`config.mk`:
```
export PLATFORM = sky130hd
export DESIGN_NAME = mem_sequencer
export DESIGN_NICKNAME = d
export VERILOG_FILES = /design/src/rtl/mem_sequencer.sv
export SDC_FILE = /design/constraint.sdc
export NUM_CORES = 1
export LEC_CHECK = 0
export ABC_AREA = 1
export BUFFER_PORTS_ARGS = -buffer_cell sky130_fd_sc_hd__buf_2
export CAP_MARGIN = 20
export CORE_UTILIZATION = 45
export CTS_CLUSTER_DIAMETER = 150
export DETAILED_ROUTE_END_ITERATION = 10
export HOLD_SLACK_MARGIN = 0.03
export PLACE_DENSITY = 0.66
export SLEW_MARGIN = 0
export SYNTH_ARGS = -nofsm -noshare
export SYNTH_HDL_FRONTEND = slang
export SYNTH_SLANG_ARGS = --single-unit
```
`constraint.sdc`:
```
create_clock -name clk -period 4.2 [get_ports clk]
set_clock_uncertainty 0.1 [all_clocks]
set_input_delay 0.21 -clock clk [delete_from_list [all_inputs] [get_ports clk]]
set_output_delay 0.21 -clock clk [all_outputs]
set_load 0.05 [all_outputs]
```
`src/rtl/mem_sequencer.sv`:
```
// Frame sequencer for the block1/block2 memory pair: FILL writes block1, PROCESS copies
// block1 into block2, DRAIN reads block2 out, all steered through the 2-bit memoryena code.
module mem_sequencer #(
    parameter int ADDR_WIDTH  = 10,
    parameter int BLOCK_DEPTH = 1024
) (
    input  logic                  clk,
    input  logic                  reset,
    input  logic                  start,
    input  logic                  abort,
    input  logic                  deser_valid,
    input  logic                  ser_ready,
    output logic [1:0]            memoryena,
    output logic [ADDR_WIDTH-1:0] rd_addr,
    output logic [ADDR_WIDTH-1:0] wr_addr,
    output logic                  busy,
    output logic                  done,
    output logic [7:0]            frame_count
);

    // One extra bit because PROCESS indexes k up to BLOCK_DEPTH, which may equal 2^ADDR_WIDTH.
    localparam int CW = ADDR_WIDTH + 1;
    localparam logic [CW-1:0] LAST      = CW'(BLOCK_DEPTH - 1);
    localparam logic [CW-1:0] PROC_LAST = CW'(BLOCK_DEPTH);

    localparam logic [1:0] ENA_IDLE    = 2'b00;
    localparam logic [1:0] ENA_FILL    = 2'b01;
    localparam logic [1:0] ENA_PROCESS = 2'b11;
    localparam logic [1:0] ENA_DRAIN   = 2'b10;

    typedef enum logic [1:0] {
        IDLE,
        FILL,
        PROCESS,
        DRAIN
    } state_t;

    state_t        state;
    logic [CW-1:0] count;
    logic [CW-1:0] count_inc;

    assign count_inc = count + CW'(1);

    // Outputs are loaded with the values of the state being entered, so they are all registered.
    always_ff @(posedge clk) begin
        done <= 1'b0;
        if (reset) begin
            state       <= IDLE;
            count       <= '0;
            memoryena   <= ENA_IDLE;
            rd_addr     <= '0;
            wr_addr     <= '0;
            busy        <= 1'b0;
            frame_count <= '0;
        end else if (abort) begin
            state     <= IDLE;
            count     <= '0;
            memoryena <= ENA_IDLE;
            rd_addr   <= '0;
            wr_addr   <= '0;
            busy      <= 1'b0;
        end else begin
            case (state)
                IDLE: begin
                    if (start) begin
                        state     <= FILL;
                        count     <= '0;
                        memoryena <= ENA_FILL;
                        rd_addr   <= '0;
                        wr_addr   <= '0;
                        busy      <= 1'b1;
                    end
                end

                FILL: begin
                    if (deser_valid) begin
                        if (count == LAST) begin
                            state     <= PROCESS;
                            count     <= '0;
                            memoryena <= ENA_PROCESS;
                            rd_addr   <= '0;
                            wr_addr   <= '0;
                        end else begin
                            count   <= count_inc;
                            wr_addr <= ADDR_WIDTH'(count_inc);
                        end
                    end
                end

                // Write trails read by one cycle to cover the block RAM read latency.
                PROCESS: begin
                    if (count == PROC_LAST) begin
                        state     <= DRAIN;
                        count     <= '0;
                        memoryena <= ENA_DRAIN;
                        rd_addr   <= '0;
                        wr_addr   <= '0;
                    end else begin
                        count   <= count_inc;
                        rd_addr <= (count_inc > LAST) ? ADDR_WIDTH'(LAST) : ADDR_WIDTH'(count_inc);
                        wr_addr <= ADDR_WIDTH'(count);
                    end
                end

                DRAIN: begin
                    if (ser_ready) begin
                        if (count == LAST) begin
                            state       <= IDLE;
                            count       <= '0;
                            memoryena   <= ENA_IDLE;
                            rd_addr     <= '0;
                            wr_addr     <= '0;
                            busy        <= 1'b0;
                            done        <= 1'b1;
                            frame_count <= frame_count + 8'd1;
                        end else begin
                            count   <= count_inc;
                            rd_addr <= ADDR_WIDTH'(count_inc);
                        end
                    end
                end

                default: begin
                    state     <= IDLE;
                    count     <= '0;
                    memoryena <= ENA_IDLE;
                    busy      <= 1'b0;
                end
            endcase
        end
    end

endmodule

```
==> qor.txt, run 1 <==
run status: completed
Worst Path Max Fanout: 12
MaxCap Viol Count: 0
worst slack at placement: 1.951 ns
area occupied by registers: 880.8 um^2
number of hold violations in the final report: 0
Core ar.: 0.005205 mm^2
top-level port count: 38
die height: 76.24 um
clock edge transition at the registers on the reported setup and hold paths: 0.08 ns
fill count: 521
placer congestion estimate: 0.9242
warning count from the yosys run: 0
total clock sinks: 44
maximum ir drop on the vdd rail: 0.1995 mV
via total after detailed routing: 2,406
global-route wire length before repair: 10.44 mm
number of buffer cells added on primary ports: 37
largest net degree at the start of global routing: 34
Initial DRC Count: 170
worst hold margin: 0.03211 ns
async set or reset register ratio after synthesis: 0%
worst reg2reg setup slack: 1.91 ns
per-cell routed wire length: 12.78 um
H-tree level count: 2
Setup Crit Path Kind: reg -> reg
fraction of final layout cells with drive strength greater than 1: 18.95%
synthesized area: 0.002480 mm^2
Final WS setup: 1.909 ns
portion of the post-synthesis area used by sequential elements: 35.52%
half-perimeter wire length of the detailed placement result: 4.610 mm
Leak: 0.001180 uW
multi-input logic area: 0.001383 mm^2
Layout area overhead: 12.71%
critical path data arrival time: 2.40 ns
TritonCTS clock tree: built
Residual DRC: 0
synthesized instance count: 364
share of total power in combinational logic: 14.8%
average vias per placed instance: 5.108
count of endpoints failing setup in the final report: 0
number of iterations in the first detailed-routing pass: 5
switching pwr: 244.8 uW
library cell used as clock root buffer: clkbuf_8
final wirelength: 6.021 mm
die footprint: 0.005812 mm^2
Starting Density: 47.64%
startpoint types: flip-flop
Crit path required time: 4.31 ns
number of nets in the layout: 415
tightest slew margin relative to the limit: 32.09%
initial antenna violation count: 0
minimum period implied by the final worst setup slack: 2.291 ns
register bit count reported by yosys: 44
net count after synthesis: 379
syn_area_per_cell: 6.813 um^2
post-cts gate resize count: 0
EDFF count, synth: 0
unique cell type count in the Yosys netlist: 30
number of buffers inserted by post-CTS setup repair: 0
standard-cell rows: 26
number of pins with negative max-slew slack in the final report: 0
nature of the critical path endpoint: flip-flop
prevailing post-synth register cell: dfxtp_1
setup_tns: 0 ns
unrepaired setup endpoints after global routing: false
internal power consumption: 583.3 uW
width of the die: 76.24 um
clk buf depth: 2
power share of the sequential group: 51.2%
clock buffer count from CTS: 5
overall power of the completed layout: 828.1 uW
Achievable Freq: 436.5 MHz
remaining number of nets flagged by the antenna check after routing: 0
cell area power density: 296.3 mW/mm^2
transition time at the pin with the least slew margin: 1.017 ns
fin crit share: 54.54%
clock share of power: 34.0%
Placed Instance Area: 0.002701 mm^2
Sw Ratio: 29.56%
Hold Path Class: in -> reg
GR Overflow Total: 0
via count of the first global-routing pass: 2,224
Clk Latency, worst-skew pair: 0.30 ns
number of diodes: 0
All-Layer GR Usage: 22.34%
total non-filler cell area in the finished layout: 0.002795 mm^2
hold buffer count at CTS: 0
## layout make-up
class	instances	share of cell area, %
Timing Repair Buffer	37	6.625
Multi-Input combinational cell	268	49.46
Tap cell	70	3.133
Sequential cell	44	31.51
Clock buffer	7	3.089
Inverter	44	5.909
Clock inverter	1	0.2686
## worst max-delay path, cell delays in order, from the launching register on
cell     delay (ns)
dfxtp_1        0.42
inv_1          0.11
ha_1           0.27
inv_1          0.18
nor2_1         0.07
nor2_2         0.21
inv_1          0.24
nor2_2         0.22
nand2_2        0.08
inv_2          0.12
nand2_1        0.07
a21oi_1        0.12
## stage by stage
stage / util, % / instances
2_1_floorplan: - / 364
3_3_place_gp: 51.90 / 463
3_5_place_dp: 51.90 / 463
4_1_cts: 53.70 / 471
5_1_grt: 53.70 / 471
6_report: 53.70 / 471
## synthesized netlist by cell type (6+ instances only)
master	instances	area (um^2)
a21oi_1	40	200.2
nand3_2	6	60.06
dfxtp_1	44	880.8
ha_1	9	112.6
nand2_1	115	431.7
nand2_2	6	37.54
inv_1	39	146.4
nand4_1	6	37.54
nor2_1	23	86.33
nand3_1	19	95.09
o21ai_0	17	85.08
## power groups by stage
stage	Clock, uW	Sequential, uW	Combinational, uW
floorplan	0	441	96.3
global placement	0	434	121
detailed placement	0	434	122
CTS	288	424	122
global route	306	425	136
finish	281	424	123
## layout by cell type (no fill, tap or decap), types with 3 or more instances in the layout
cell type  netlist  routed
a21oi_1         40      40
buf_2            2      37
clkbuf_8         0       6
dfxtp_1         44      44
ha_1             9       9
inv_1           39      39
inv_2            5       5
nand2_1        115     115
nand2_2          6       6
nand3_1         19      19
nand3_2          6       6
nand4_1          6       6
nor2_1          23      23
nor2_2           5       5
nor2_4           3       3
o21ai_0         17      17
o22ai_1          5       5
## kinds of logic after synthesis
group	after synthesis	synth area share (%)
xor+xnor	2	0.7065
buf+inv	52	8.729
fa+ha+maj	9	4.541
simple gates	194	37.44
compound gates	63	13.07
flops	44	35.52
## state kept, by name (all words and copies together), names as in the netlist
signal	cells
busy	1
count	11
done	1
frame_count	8
memoryena	2
rd_addr	10
state	1
wr_addr	10
## worst paths after layout
check                             startpoint        endpoint  cells after the start
worst max register to register  memoryena[1]        count[5]                     11
worst min register to register    wr_addr[1]      wr_addr[1]                      2
worst max-delay path            memoryena[1]        count[5]                     11
worst min-delay path                   reset  frame_count[7]                      2
## metal layers
layer  up-vias  wire, um  global-route usage (%)
li1       1245         -                       -
met1      1054      2829                   27.76
met2        90      2727                   38.11
met3        17       303                   4.072
met4         0       160                   8.654
met5         -         0                       0
(Power assumes the default switching activity.)
==> run 2, diff against run 1 <==
clock period = 2.2 ns   (was 4.2 ns; I/O delays follow)
==> run 2 against run 1 <==
Cell area grew 3.2%. Global-route usage grew 0.57 points. Combinational power grew 110%. Via count up 2.6%. Clock power rose by 71%. Largest power group unchanged. Critical path type unchanged. Critical path depth grew 1.
==> qor.txt, run 2 (synthesis results as in run 1) <==
TritonCTS clock tree: built (unchanged)
number of buffers inserted by post-CTS setup repair: 0 (unchanged)
critical path's top delay family: simple AND/OR/NAND/NOR gates (was buffers and inverters)
MaxCap Viol Count: 0 (unchanged)
final design utilization: 55.41% (was 53.70%)
via total after detailed routing: 2,469 (was 2,406)
Core ar.: 0.005205 mm^2 (unchanged)
unrepaired setup endpoints after global routing: false (unchanged)
Clk Latency, worst-skew pair: 0.30 ns (about the same)
worst hold margin: 0.03587 ns (was 0.03211 ns)
Hold Path Class: in -> reg (unchanged)
critical path data arrival time: 2.17 ns (was 2.40 ns)
via count of the first global-routing pass: 2,296 (was 2,224)
startpoint types: flip-flop (unchanged)
most common cell type on the critical path: nand2_1 (was inv_1)
Residual DRC: 0 (unchanged)
Leak: 0.001240 uW (was 0.001180 uW)
CP max stage delay: 0.43 ns (was 0.42 ns)
number of pins with negative max-slew slack in the final report: 0 (unchanged)
Layout area overhead: 16.30% (was 12.71%)
clock buffer count from CTS: 5 (unchanged)
GR Overflow Total: 0 (unchanged)
library cell used as clock root buffer: clkbuf_8 (unchanged)
transition time at the pin with the least slew margin: 0.4088 ns (was 1.017 ns)
Starting Density: 47.64% (unchanged)
fraction of final layout cells with drive strength greater than 1: 21.31% (was 18.95%)
overall power of the completed layout: 1553 uW (was 828.1 uW)
Worst Path Max Fanout: 6 (was 12)
per-cell routed wire length: 13.11 um (was 12.78 um)
Setup Crit Path Kind: reg -> reg (unchanged)
cell area power density: 538.3 mW/mm^2 (was 296.3 mW/mm^2)
total clock sinks: 44 (unchanged)
All-Layer GR Usage: 22.90% (was 22.34%)
top-level port count: 38 (unchanged)
minimum period implied by the final worst setup slack: 2.038 ns (was 2.291 ns)
placer congestion estimate: 0.9604 (was 0.9242)
run status: completed (unchanged)
clock edge transition at the registers on the reported setup and hold paths: 0.08 ns (about the same)
setup_tns: 0 ns (unchanged)
die footprint: 0.005812 mm^2 (unchanged)
number of nets in the layout: 428 (was 415)
maximum ir drop on the vdd rail: 0.3344 mV (was 0.1995 mV)
number of diodes: 0 (unchanged)
Initial DRC Count: 230 (was 170)
Achievable Freq: 490.6 MHz (was 436.5 MHz)
number of flip-flops under the largest register name: 11 (unchanged)
register containing the most flip-flops in the final layout: count (unchanged)
Critical Path Slowest Stage Cell: dfxtp_1 (unchanged)
worst slack at placement: 0.1149 ns (was 1.951 ns)
tightest slew margin relative to the limit: 72.72% (was 32.09%)
fill count: 547 (was 521)
initial antenna violation count: 0 (unchanged)
Crit path required time: 2.33 ns (was 4.31 ns)
die height: 76.24 um (unchanged)
H-tree level count: 2 (unchanged)
final wirelength: 6.332 mm (was 6.021 mm)
series of cell instances along the critical path: ha_1 > nand2_2 > buf_4 > inv_1 > nand3_1 > nand2_1 > nand2_2 > nor2_2 > nand3_2 > nand2_1 > nand2_1 > a21oi_1 (was inv_1 > ha_1 > inv_1 > nor2_1 > nor2_2 > inv_1 > nor2_2 > nand2_2 > inv_2 > nand2_1 > a21oi_1)
most frequent cells in the layout: 115 x nand2_1, 43 x dfxtp_1, 40 x a21oi_1 (was 115 x nand2_1, 44 x dfxtp_1, 40 x a21oi_1)
average vias per placed instance: 5.112 (was 5.108)
fin crit share: 92.64% (was 54.54%)
largest net degree at the start of global routing: 23 (was 34)
width of the die: 76.24 um (unchanged)
number of iterations in the first detailed-routing pass: 4 (was 5)
nature of the critical path endpoint: flip-flop (unchanged)
worst reg2reg setup slack: 0.16 ns (was 1.91 ns)
clk buf depth: 2 (unchanged)
count of endpoints failing setup in the final report: 0 (unchanged)
Final WS setup: 0.1619 ns (was 1.909 ns)
number of buffer cells added on primary ports: 37 (unchanged)
most common cell after layout, fill and taps aside: nand2_1 (unchanged)
WP buf/inv: 2 (was 4)
standard-cell rows: 26 (unchanged)
half-perimeter wire length of the detailed placement result: 4.940 mm (was 4.610 mm)
remaining number of nets flagged by the antenna check after routing: 0 (unchanged)
Largest regs: count x11, rd_addr x10, wr_addr x10 (unchanged)
global-route wire length before repair: 10.59 mm (was 10.44 mm)
number of hold violations in the final report: 0 (unchanged)
run 2: per-layer routing:
| metal | vias to the layer above | global-route usage (%) | share of wire, % |
|---|---|---|---|
| li1 | 1272 | - | - |
| met3 | 8 | 5.030 | 6.4 |
| met5 | - | 0 | 0 |
| met4 | 0 | 5.962 | 1.3 |
| met1 | 1113 | 28.59 | 45 |
| met2 | 76 | 39.64 | 47 |
run 2: through the flow:
step | std cells | cell area, um^2
3_3_place_gp | 474 | 2784
5_1_grt | 483 | 2884
6_report | 483 | 2884
3_5_place_dp | 474 | 2784
4_1_cts | 482 | 2872
2_1_floorplan | 364 | 2480
run 2: cell type report:
| class | count | area, um^2 | share of cell area, % |
|---|---|---|---|
| Tap cell | 70 | 87.58 | 3.037 |
| Clock inverter | 1 | 5.005 | 0.1735 |
| Sequential cell | 44 | 882.1 | 30.59 |
| Timing Repair Buffer | 49 | 277.8 | 9.631 |
| Clock buffer | 6 | 72.57 | 2.516 |
| Multi-Input combinational cell | 269 | 1394 | 48.33 |
| Inverter | 44 | 165.2 | 5.727 |
run 2: final timing paths:
check        startpoint    endpoint  cells after the start
max reg2reg    count[1]  rd_addr[9]                     12
min               abort    count[0]                      4
max            count[1]  rd_addr[9]                     12
min reg2reg  wr_addr[8]  wr_addr[8]                      2
run 2: repair_timing:
item	CTS	global route
resized for setup	0	3
endpoints found under the hold margin	4	0
hold buffers	1	0
setup endpoints to repair	0	24
run 2: report_power, final:
group	internal, uW	switching [uW]	leakage (uW)	total (uW)
clock	216	265	0.0000410	481
sequential	804	7.14	0.000355	811
combinational	70.3	190	0.000844	261
total	1090	462	0.00124	1550
run 2: tightest hold or removal path: cells and delay by family:
kind	cells	cell delay [ns]
and+or+nand+nor	1	0.07
buffers and inverters	1	0.08
AOI/OAI and AO/OA	2	0.12
==> run 3, diff against run 2 <==
RECOVER_POWER = 50   (was unset)
==> run 3 against run 2 <==
Die area unchanged. Critical path depth unchanged. Sequential cell count unchanged. Core utilization decreased by 0.77 points. Largest cell class unchanged. Global-route usage unchanged. Worst hold slack got worse by 0.0013 ns. Critical endpoint unchanged. Sequential share of layout area increased by 0.43 points. Combinational power about the same. Total power decreased by 0.12%. Non-clock buffer count unchanged.
==> qor.txt, run 3 (synthesis results as in run 1) <==
largest net degree at the start of global routing: 23 (unchanged)
TritonCTS clock tree: built (unchanged)
Achievable Freq: 490.9 MHz (was 490.6 MHz)
number of hold violations in the final report: 0 (unchanged)
CP max stage delay: 0.43 ns (about the same)
width of the die: 76.24 um (unchanged)
number of diodes: 0 (unchanged)
worst setup path startpoint: count[1] (unchanged)
per-cell routed wire length: 13.05 um (was 13.11 um)
via total after detailed routing: 2,457 (was 2,469)
via count of the first global-routing pass: 2,296 (unchanged)
number of iterations in the first detailed-routing pass: 4 (unchanged)
transition time at the pin with the least slew margin: 0.6133 ns (was 0.4088 ns)
placer congestion estimate: 0.9604 (unchanged)
standard-cell rows: 26 (unchanged)
Crit path required time: 2.33 ns (about the same)
startpoint types: flip-flop (unchanged)
number of buffers inserted by post-CTS setup repair: 0 (unchanged)
Worst Path Max Fanout: 6 (unchanged)
half-perimeter wire length of the detailed placement result: 4.940 mm (unchanged)
most common cell type on the critical path: nand2_1 (unchanged)
most common cell after layout, fill and taps aside: nand2_1 (unchanged)
Residual DRC: 0 (unchanged)
die height: 76.24 um (unchanged)
worst slack at placement: 0.1149 ns (unchanged)
clock buffer count from CTS: 5 (unchanged)
worst reg2reg path startpoint: count[1] (unchanged)
tightest slew margin relative to the limit: 59.29% (was 72.72%)
nature of the critical path endpoint: flip-flop (unchanged)
Core ar.: 0.005205 mm^2 (unchanged)
number of flip-flops under the largest register name: 11 (unchanged)
critical path's top delay family: simple AND/OR/NAND/NOR gates (unchanged)
series of cell instances along the critical path: ha_1 > nand2_2 > buf_4 > inv_1 > nand3_1 > nand2_1 > nand2_2 > nor2_2 > nand3_2 > nand2_1 > nand2_1 > a21oi_1 (unchanged)
final wirelength: 6.303 mm (was 6.332 mm)
remaining number of nets flagged by the antenna check after routing: 0 (unchanged)
Critical Path Slowest Stage Cell: dfxtp_1 (unchanged)
Clk Latency, worst-skew pair: 0.30 ns (about the same)
die footprint: 0.005812 mm^2 (unchanged)
initial antenna violation count: 0 (unchanged)
WP buf/inv: 2 (unchanged)
library cell used as clock root buffer: clkbuf_8 (unchanged)
critical path data arrival time: 2.17 ns (about the same)
number of buffer cells added on primary ports: 37 (unchanged)
Leak: 0.001102 uW (was 0.001240 uW)
maximum ir drop on the vdd rail: 0.3344 mV (about the same)
most frequent cells in the layout: 115 x nand2_1, 43 x dfxtp_1, 40 x inv_1, 40 x a21oi_1, 33 x clkbuf_1 (was 115 x nand2_1, 43 x dfxtp_1, 40 x a21oi_1)
Largest regs: count x11, rd_addr x10, wr_addr x10 (unchanged)
setup_tns: 0 ns (unchanged)
fraction of final layout cells with drive strength greater than 1: 13.32% (was 21.31%)
overall power of the completed layout: 1551 uW (was 1553 uW)
MaxCap Viol Count: 0 (unchanged)
total clock sinks: 44 (unchanged)
Initial DRC Count: 227 (was 230)
clk buf depth: 2 (unchanged)
number of nets in the layout: 428 (unchanged)
average vias per placed instance: 5.087 (was 5.112)
global-route wire length before repair: 10.59 mm (unchanged)
top-level port count: 38 (unchanged)
GR Overflow Total: 0 (unchanged)
Layout area overhead: 14.68% (was 16.30%)
Setup Crit Path Kind: reg -> reg (unchanged)
All-Layer GR Usage: 22.90% (unchanged)
Starting Density: 47.64% (unchanged)
clock edge transition at the registers on the reported setup and hold paths: 0.08 ns (about the same)
Final WS setup: 0.1630 ns (was 0.1619 ns)
H-tree level count: 2 (unchanged)
cell area power density: 545.2 mW/mm^2 (was 538.3 mW/mm^2)
run status: completed (unchanged)
unrepaired setup endpoints after global routing: false (unchanged)
Hold Path Origin: abort (unchanged)
count of endpoints failing setup in the final report: 0 (unchanged)
Hold Path Class: in -> reg (unchanged)
fin crit share: 92.59% (was 92.64%)
number of pins with negative max-slew slack in the final report: 0 (unchanged)
register containing the most flip-flops in the final layout: count (unchanged)
minimum period implied by the final worst setup slack: 2.037 ns (was 2.038 ns)
## run 3: cell types whose count changed in the layout (fill, tap and decap cells not counted)
cell / before / now
clkbuf_1: 1 / 33
inv_2: 5 / 4
buf_2: 37 / 5
inv_1: 39 / 40
## run 3: timing repair
| item | CTS | global route |
|---|---|---|
| hold buffers | 1 | 0 |
| endpoints found under the hold margin | 4 | 0 |
| resized for setup | 0 | 3 |
| setup endpoints to repair | 0 | 24 |
## run 3: path summary, 6_finish.rpt
check / endpoint / slack [ns] / cells past startpoint
worst min-delay path: count[0] / 0.03 / 4
worst max-delay path: rd_addr[9] / 0.16 / 12
worst max register to register: rd_addr[9] / 0.16 / 12
worst min register to register: wr_addr[8] / 0.37 / 2
## run 3: layout make-up
class | instances | area (um^2)
clock inverter | 1 | 5.005
clock buffer | 6 | 72.57
inverter | 44 | 165.2
fill | 559 | 2361
tap | 70 | 87.58
multi-input combinational | 269 | 1394
sequential | 44 | 882.1
timing repair buffer | 49 | 237.7
## run 3: where the power goes
group,total (uW),leakage (uW),switching [uW],internal (uW)
registers,811,0.000355,7.01,804
logic,258,0.000706,190,68.6
clock network,481,0.0000410,265,216
## run 3: worst reg2reg max path, cell delays in order, from the launching register on
cell and delay (ns):
dfxtp_1 0.43, ha_1 0.22, nand2_2 0.10, buf_4 0.17, inv_1 0.09, nand3_1 0.09
nand2_1 0.11, nand2_2 0.09, nor2_2 0.13, nand3_2 0.14, nand2_1 0.09, nand2_1 0.09
a21oi_1 0.13
## run 3: per-stage QoR
stage	utilization [%]	cell area (um^2)	std cells	hold WS (ns)
final	54.64	2844	483	0.03462
after global routing	54.64	2844	483	0.05807
after CTS	55.17	2872	482	0.03686
after detailed placement	53.49	2784	474	0.2549
after global placement	53.49	2784	474	0.2519
after floorplan	-	2480	364	0.07907
## run 3: routing by layer
layer | up-vias | global-route usage [%] | part of all wire (%)
met5 | - | 0 | 0
met4 | 0 | 5.962 | 1.4
met1 | 1101 | 28.59 | 45
met3 | 8 | 5.030 | 6.1
met2 | 75 | 39.64 | 47
li1 | 1273 | - | -
